==> src/rtl/ov7670_pkg.sv <==
// Shared types and helpers for the OV7670 capture path and the image-ROM readers.
// Holds the capture FSM states, default frame geometry and RGB565 -> RGB444 packing.
package ov7670_pkg;

  typedef enum logic [1:0] {
    WAIT_VSYNC = 2'd0,
    VBLANK     = 2'd1,
    LINE_GAP   = 2'd2,
    ACTIVE     = 2'd3
  } state_t;

  localparam int H_ACTIVE_DEFAULT = 320;
  localparam int V_ACTIVE_DEFAULT = 240;
  localparam int FRAME_PIXELS     = H_ACTIVE_DEFAULT * V_ACTIVE_DEFAULT;

  // Keeps the top four bits of each colour component.
  function automatic logic [11:0] rgb565_to_rgb444(input logic [15:0] p);
    return {p[15:12], p[10:7], p[4:1]};
  endfunction

endpackage

==> src/rtl/ov7670_byte_pairer.sv <==
// Pairs camera bytes into RGB565 pixels: holds byte0, flags the byte1 edge and
// presents the packed 12-bit pixel combinationally alongside it.
module ov7670_byte_pairer
  import ov7670_pkg::*;
(
  input  logic        clk,
  input  logic        reset_n,
  input  logic        i_byte_en,
  input  logic        i_first,
  input  logic [7:0]  i_data,
  output logic        o_phase,
  output logic        o_pixel_valid,
  output logic [11:0] o_pixel
);

  logic       r_phase;
  logic [7:0] r_byte0;
  logic       w_second;

  // A line-start byte is always byte0, whatever the previous line left behind.
  assign w_second = r_phase & ~i_first;

  always_ff @(posedge clk or negedge reset_n) begin
    if (!reset_n) begin
      r_phase <= 1'b0;
      r_byte0 <= 8'd0;
    end else if (i_byte_en) begin
      r_phase <= ~w_second;
      if (!w_second) r_byte0 <= i_data;
    end
  end

  assign o_phase       = r_phase;
  assign o_pixel_valid = i_byte_en & w_second;
  assign o_pixel       = rgb565_to_rgb444({r_byte0, i_data});

endmodule

==> src/rtl/ov7670_frame_writer.sv <==
// Camera-side writer for the RGB444 frame buffer: capture FSM, x/y counters,
// running row-major write address and per-frame done/error reporting.
module ov7670_frame_writer
  import ov7670_pkg::*;
#(
  parameter int H_ACTIVE = H_ACTIVE_DEFAULT,
  parameter int V_ACTIVE = V_ACTIVE_DEFAULT,
  parameter int ADDR_W   = 17
) (
  input  logic              clk,
  input  logic              reset_n,
  input  logic              vsync,
  input  logic              href,
  input  logic [7:0]        data,
  output logic              we,
  output logic [ADDR_W-1:0] wAddr,
  output logic [11:0]       wData,
  output logic              frame_done,
  output logic              frame_err,
  output state_t            dbg_state
);

  localparam int XW = $clog2(H_ACTIVE + 1);
  localparam int YW = $clog2(V_ACTIVE + 1);
  localparam logic [XW-1:0]     X_MAX = XW'(H_ACTIVE);
  localparam logic [YW-1:0]     Y_MAX = YW'(V_ACTIVE);
  localparam logic [ADDR_W-1:0] A_ROW = ADDR_W'(H_ACTIVE);

  state_t            r_state, w_state_next;
  logic [XW-1:0]     r_x;
  logic              r_x_over;
  logic [YW-1:0]     r_y;
  logic              r_err;
  logic [ADDR_W-1:0] r_addr, r_line_base;
  logic              r_we, r_frame_done, r_frame_err;
  logic [ADDR_W-1:0] r_wAddr;
  logic [11:0]       r_wData;

  logic        w_frame_start, w_line_start, w_byte_en, w_line_end, w_frame_end;
  logic        w_err_final, w_phase, w_pix_valid, w_write, w_line_bad;
  logic [11:0] w_pixel;

  ov7670_byte_pairer u_pairer (
    .clk           (clk),
    .reset_n       (reset_n),
    .i_byte_en     (w_byte_en),
    .i_first       (w_line_start),
    .i_data        (data),
    .o_phase       (w_phase),
    .o_pixel_valid (w_pix_valid),
    .o_pixel       (w_pixel)
  );

  always_ff @(posedge clk or negedge reset_n) begin
    if (!reset_n) r_state <= WAIT_VSYNC;
    else          r_state <= w_state_next;
  end

  // vsync is checked before href everywhere, so a byte coinciding with frame end is dropped.
  always_comb begin
    w_state_next  = r_state;
    w_frame_start = 1'b0;
    w_line_start  = 1'b0;
    w_byte_en     = 1'b0;
    w_line_end    = 1'b0;
    w_frame_end   = 1'b0;
    w_err_final   = r_err | (r_y != Y_MAX);
    case (r_state)
      WAIT_VSYNC: if (vsync) w_state_next = VBLANK;
      VBLANK: begin
        if (!vsync) begin
          w_frame_start = 1'b1;
          w_state_next  = LINE_GAP;
        end
      end
      LINE_GAP: begin
        if (vsync) begin
          w_frame_end  = 1'b1;
          w_state_next = VBLANK;
        end else if (href) begin
          w_byte_en    = 1'b1;
          w_line_start = 1'b1;
          w_state_next = ACTIVE;
        end
      end
      ACTIVE: begin
        if (vsync) begin
          w_frame_end  = 1'b1;
          w_err_final  = 1'b1;
          w_state_next = VBLANK;
        end else if (href) begin
          w_byte_en = 1'b1;
        end else begin
          w_line_end   = 1'b1;
          w_state_next = LINE_GAP;
        end
      end
      default: w_state_next = WAIT_VSYNC;
    endcase
  end

  assign w_write    = w_pix_valid & (r_x < X_MAX) & (r_y < Y_MAX);
  assign w_line_bad = w_phase | (r_x != X_MAX) | r_x_over;

  always_ff @(posedge clk or negedge reset_n) begin
    if (!reset_n) begin
      r_x          <= '0;
      r_x_over     <= 1'b0;
      r_y          <= '0;
      r_err        <= 1'b0;
      r_addr       <= '0;
      r_line_base  <= '0;
      r_we         <= 1'b0;
      r_wAddr      <= '0;
      r_wData      <= '0;
      r_frame_done <= 1'b0;
      r_frame_err  <= 1'b0;
    end else begin
      r_we         <= w_write;
      r_frame_done <= w_frame_end & ~w_err_final;
      r_frame_err  <= w_frame_end & w_err_final;
      if (w_write) begin
        r_wAddr <= r_addr;
        r_wData <= w_pixel;
        r_addr  <= r_addr + ADDR_W'(1);
      end
      if (w_frame_start) begin
        r_y         <= '0;
        r_err       <= 1'b0;
        r_addr      <= '0;
        r_line_base <= '0;
      end
      if (w_line_start) begin
        r_x      <= '0;
        r_x_over <= 1'b0;
      end
      // x stops at H_ACTIVE; surplus pixels only mark the line as overlong.
      if (w_pix_valid) begin
        if (r_x == X_MAX) r_x_over <= 1'b1;
        else              r_x      <= r_x + XW'(1);
      end
      if (w_line_end) begin
        if (w_line_bad) r_err <= 1'b1;
        if (r_y < Y_MAX) begin
          r_y         <= r_y + YW'(1);
          r_line_base <= r_line_base + A_ROW;
          r_addr      <= r_line_base + A_ROW;
        end
      end
    end
  end

  assign we         = r_we;
  assign wAddr      = r_wAddr;
  assign wData      = r_wData;
  assign frame_done = r_frame_done;
  assign frame_err  = r_frame_err;
  assign dbg_state  = r_state;

endmodule

==> config.mk <==
export PLATFORM = sky130hd
export DESIGN_NAME = ov7670_frame_writer
export DESIGN_NICKNAME = d
export VERILOG_FILES = /design/src/rtl/ov7670_pkg.sv /design/src/rtl/ov7670_byte_pairer.sv /design/src/rtl/ov7670_frame_writer.sv
export SDC_FILE = /design/constraint.sdc
export NUM_CORES = 1
export LEC_CHECK = 0
export BUFFER_PORTS_ARGS = -buffer_cell sky130_fd_sc_hd__clkbuf_2
export CAP_MARGIN = 20
export CORE_ASPECT_RATIO = 1.75
export CORE_MARGIN = 2
export CORE_UTILIZATION = 45
export DETAILED_ROUTE_END_ITERATION = 10
export GPL_TIMING_DRIVEN = 0
export PLACE_DENSITY = 0.72
export SLEW_MARGIN = 20
export SYNTH_ARGS = -nofsm -noshare
export SYNTH_HDL_FRONTEND = slang
export SYNTH_SLANG_ARGS = --single-unit
==> constraint.sdc <==
create_clock -name clk -period 2 [get_ports clk]
set_clock_uncertainty 0.05 [all_clocks]
set_input_delay 0.4 -clock clk [delete_from_list [all_inputs] [get_ports clk]]
set_output_delay 0.4 -clock clk [all_outputs]
set_load 0.1 [all_outputs]
# == After elaboration in Yosys (flattened, before gate mapping) ==
# Index checks and enable logic that the tools add are counted.
# totals
word_cells,85
in_bits,12
ff_bits,96
out_inout_bits,34
# classes
bitwise_logic,12
magnitude_cmp,2
reduce_logical,4
n_eq_ne,10
n_addsub,4
n_mux,39
# ops
operator,count
$mux 17,7
$mux 9,3
$mux 8,3
$mux 1,19
$add 17x1->17 const B,1
$add 17x9->17 const B,1
$mux 2,6
$add 9x1->9 const B,1
$eq 9x9->1 const B,1
$lt 9x9->1 const B,1
$ne 9x9->1 const B,1
$add 8x1->8 const B,1
$lt 8x8->1 const B,1
$ne 8x8->1 const B,1
$pmux 2 s4,1
$and 1x1->1,6
$ne 3x3->1 const B,2
$eq 2x2->1 const B,2
$ne 2x2->1 const B,2
$reduce_and 4->1,1
$not 1->1,3
$or 1x1->1,3
$eq 2x1->1 const B,1
$logic_not 2->1,1
other kinds (2),2

# == Depth between registers and ports, before layout ==
# depth
ltp_word,12
ltp_mapped,7
mapped_depth_nobuf,6

# == Cells and area by module ==
# Synthesis repeated with hierarchy kept, for this count alone.
# hier_totals
cells_unflattened,450
area_unflattened_um2,4312.9
# by_module_without_submodules
mod,seq_area_each_um2,n_inst,area_each_um2,cells_each
ov7670_frame_writer,2177.1,1,3961.3,425
ov7670_byte_pairer,200.2,1,351.6,25

# == Worst setup path before layout ==
# No wires, ideal clock.
# synth_path
path_type,flip-flop to flip-flop
start,register r_state[0] (netlist: dbg_state[0])
end,register r_addr[5]
setup_time_ns,0.069
path_slack_ns,-0.387
t_required_ns,1.881
period_less_slack_ns,2.387
arrival_ns,2.268
n_path_buf,1
stages_incl_launch_ff,6
path_cell_list,dfrtp_1 -> buf_4 -> nand4_1 -> or4_1 -> or4_1 -> nand3_1
# synth_between
elab_chain_len,11
word_cells_on_any_way,17
classes_between,eq/ne (3); mux (8); bitwise (5); reduce/logical (1)
# synth_lines
element,line,rtl
"start, declared",ov7670_frame_writer.sv:29,"state_t r_state, w_state_next;"
"start signal, assigned",ov7670_frame_writer.sv:56,else r_state <= w_state_next;
$eq 2x2->1,ov7670_frame_writer.sv:68,case (r_state)
$mux 1,ov7670_frame_writer.sv:68,
$not 1->1,ov7670_byte_pairer.sv:21,assign w_second = r_phase & ~i_first;
$and 1x1->1,ov7670_byte_pairer.sv:21,
$and 1x1->1,ov7670_byte_pairer.sv:34,assign o_pixel_valid = i_byte_en & w_second;
$and 1x1->1 (2 in a row),ov7670_frame_writer.sv:102,assign w_write = w_pix_valid & (r_x < X_MAX) & (r_y < Y_MAX);
$mux 17,ov7670_frame_writer.sv:122,if (w_write) begin
$mux 17,ov7670_frame_writer.sv:127,if (w_frame_start) begin
$mux 17,ov7670_frame_writer.sv:144,if (r_y < Y_MAX) begin
$mux 17 (*),ov7670_frame_writer.sv:142,if (w_line_end) begin
"end signal, assigned",ov7670_frame_writer.sv:125,r_addr <= r_addr + ADDR_W'(1);
"end signal, assigned",ov7670_frame_writer.sv:147,r_addr <= r_line_base + A_ROW;
"end, declared",ov7670_frame_writer.sv:34,"logic [ADDR_W-1:0] r_addr, r_line_base;"
# Mark *: on every way between the ends. The rest lies on a longest branch, timed or not.
# A chain may end at the register's enable or synchronous reset.

# == Worst setup path in the final report ==
# layout_path
start,register r_state[0] (netlist: dbg_state[0])
end,register r_addr[9]
# Same word-level chain as after synthesis.

==> results.cfg <==
[clocking]
clkTransAtPathRegs_ns = 0.07
cts_hold_repair.buffers = 0
cts_root_buf = clkbuf_16
cts_sinks = 95
clk_path_buf_depth = 2
cts_tree = built
insertion_delay_ns = 0.34
cts_inserted_buffers = 9
htreeDepth = 3

[detailed_routing]
highest_layer = met4
wl_per_cell_um = 17.2
wl_met2_um = 5550
dr_wl_met3_um = 264
drt_pre_antenna_iters = 5
wl_met1_um = 3950
drtIter0Drc = 346
vias = 3381
detail_route.vias_per_cell = 5.76
drtAntennaViolNets = 0
wirelength_um = 10100
route.detailed.drc = 0

[place]
dp_hpwl_um = 6970
port_buffers = 45
place_inst = 567
gp_congestion = 0.829

[grt]
antenna_found_initial = 0
grt_first_pass_wirelength_um = 16700
grt_use_total = 0.200
grt_overflow = 0
grt_pass1_vias = 3444
grt_max_degree = 96

[layout]
syn_to_final_growth_pct = 17.8
nFillCells = 843
final_cell_count_no_fill = 587
drive_above_1_share = 0.282
utilization = 0.547
fin_nets = 478
n_antenna_cell = 0

[sta]
max_clock_freq_mhz = 503
finalCritPeriodShare = 0.994
relSlewSlack = 0.594
finalHoldViolCount = 0
setup_viol = 0
rsz0062_at_grt = true
fin_crit_ns = 1.99
final_max_slew_viol_count = 0
worst_slew_pin_slew_ns = 0.601

[floorplan]
io_pins = 46
die_w_um = 79.0
die_height_um = 135
rows = 47
core_sq_mm = 0.00953
die-area_sq_mm = 0.0107
start_util = 0.465

[logic_synthesis]
ys_seq_elements = 95
yosysTopAreaCell = dfrtp_1
syn_area_sq_mm = 0.00443
synth_common_cells = 95 x dfrtp_1, 51 x nand2_1, 35 x mux2_2, 19 x o21ai_0, 16 x o211ai_1
synth_edf_count = 0
synth.distinct_cells = 48
yosysMostFrequentCell = dfrtp_1
ys_seq_area_frac = 0.537
syn_inst = 399
synthArstFlopShare = 1.00
yosysTopAreaCellShare = 0.537
synth_warnings = 0
yosys-top-cells-area = dfrtp_1 54%, mux2_2 8.9%, nand2_1 4.3%, o211ai_1 2.7%, o21ai_0 2.1%
syn_avg_cell_area_sq_um = 11.1
ys.flop_type = dfrtp_1
syn-num-nets = 417

[setup_path]
arrival_ns = 2.19
endpoint_kind = flop
critPathKind = reg2reg
worstPathRequired_ns = 2.21
crit_fanout = 10
start_kind = flop

[power_and_ir_drop]
powerDensity_mw_per_mm2 = 1070
irDropWorstVdd_mv = 1.08
leakagePower_nw = 2.40

[status]
status = complete, no violations

[worst_hold_path]
hp-class = in2async

[run]
maxCapViolCount = 0
[per-layer routing]
layer  GRT usage  up-vias
met4      0.0977        0
met1       0.231     1704
li1            -     1581
met2       0.353       77
met5           0        -
met3      0.0353       19
[sequential cells by signal (all words and copies together) (netlist names)]
register / count
we: 1
r_err: 1
r_line_base: 17
frame_err: 1
dbg_state: 2
u_pairer.o_phase: 1
wAddr: 17
frame_done: 1
u_pairer.r_byte0: 7
r_x: 9
r_y: 8
r_addr: 17
wData: 12
r_x_over: 1
[worst max-delay path, cell delays in order (launching register included)]
cell and delay [ns]:
dfrtp_4 0.44, buf_4 0.18, and3_1 0.18, nand4_1 0.20
buf_2 0.25, or3_1 0.39, o211ai_1 0.21
[area by class of cell]
class                   count  area [sq um]  area share
plain buffers              20           116      0.0223
clock buffers              10           229      0.0439
clock inverters             6          43.8     0.00840
inverters                  11          41.3     0.00792
multi-input cells         273          1950       0.374
flip-flops and latches     95          2390       0.458
well taps                 122           153      0.0293
repair buffers             50           292      0.0559
[metrics by stage]
step | setup slack [ns] | area, sq um | setup TNS [ns] | hold WS (ns) | total power [mW]
final | 0.0118 | 5210 | 0 | 0.0370 | 5.56
after global routing | -0.0877 | 5210 | -0.894 | 0.0778 | 5.78
after CTS | 0.00873 | 5150 | 0 | 0.0666 | 5.59
after detailed placement | -0.151 | 4850 | -5.37 | 0.415 | 3.98
after global placement | -0.996 | 4810 | -66.58 | 0.403 | 3.93
after floorplan | 0.0113 | 4430 | 0 | 0.0544 | 3.64
[where the power goes]
group	leakage [nW]	internal, mW	switching [mW]
combinational	0.996	0.336	1.30
sequential	1.27	2.15	0.170
clock	0.134	0.852	0.746
total	2.40	3.34	2.22
[cells by family after synthesis]
family,synth area share
buffers and inverters,0.0328
AOI/OAI and AO/OA,0.0970
xor gates and xnor gates,0.0297
DFF,0.537
muxes,0.103
adders and majority gates,0.0170
and+or+nand+nor,0.184
[worst paths after layout]
kind                           startpoint             endpoint  slack [ns]  depth (start not counted)
setup reg to reg             dbg_state[0]            r_addr[9]        0.01                          6
hold / removal                    reset_n             wData[2]        0.04                          2
hold reg to reg            r_line_base[4]            r_addr[4]        0.43                          2
setup / recovery             dbg_state[0]            r_addr[9]        0.01                          6
min in group clk                  data[0]  u_pairer.r_byte0[0]        0.23                          2
max in group asynchronous         reset_n         dbg_state[0]        1.43                          2
[repair_timing]
item / 4_1_cts / 5_1_grt
endpoints found under the setup margin: 47 / 43
resized for setup: 8 / 16
pin swaps: 1 / 0
buffers inserted: 1 / 3
[layout by cell type, fill, tap and decap left out, types with 9 or more instances in the layout]
cell type,synthesis,layout
nand3_1,14,14
dfrtp_1,95,92
clkbuf_2,1,48
mux2_2,35,35
o21ai_0,19,19
nand2_1,51,51
nand4_1,13,13
clkbuf_16,0,9
inv_1,11,11
nor2_1,14,14
o211ai_1,16,16
xnor2_1,10,10
No activity file was read; power rests on OpenSTA's default activity.
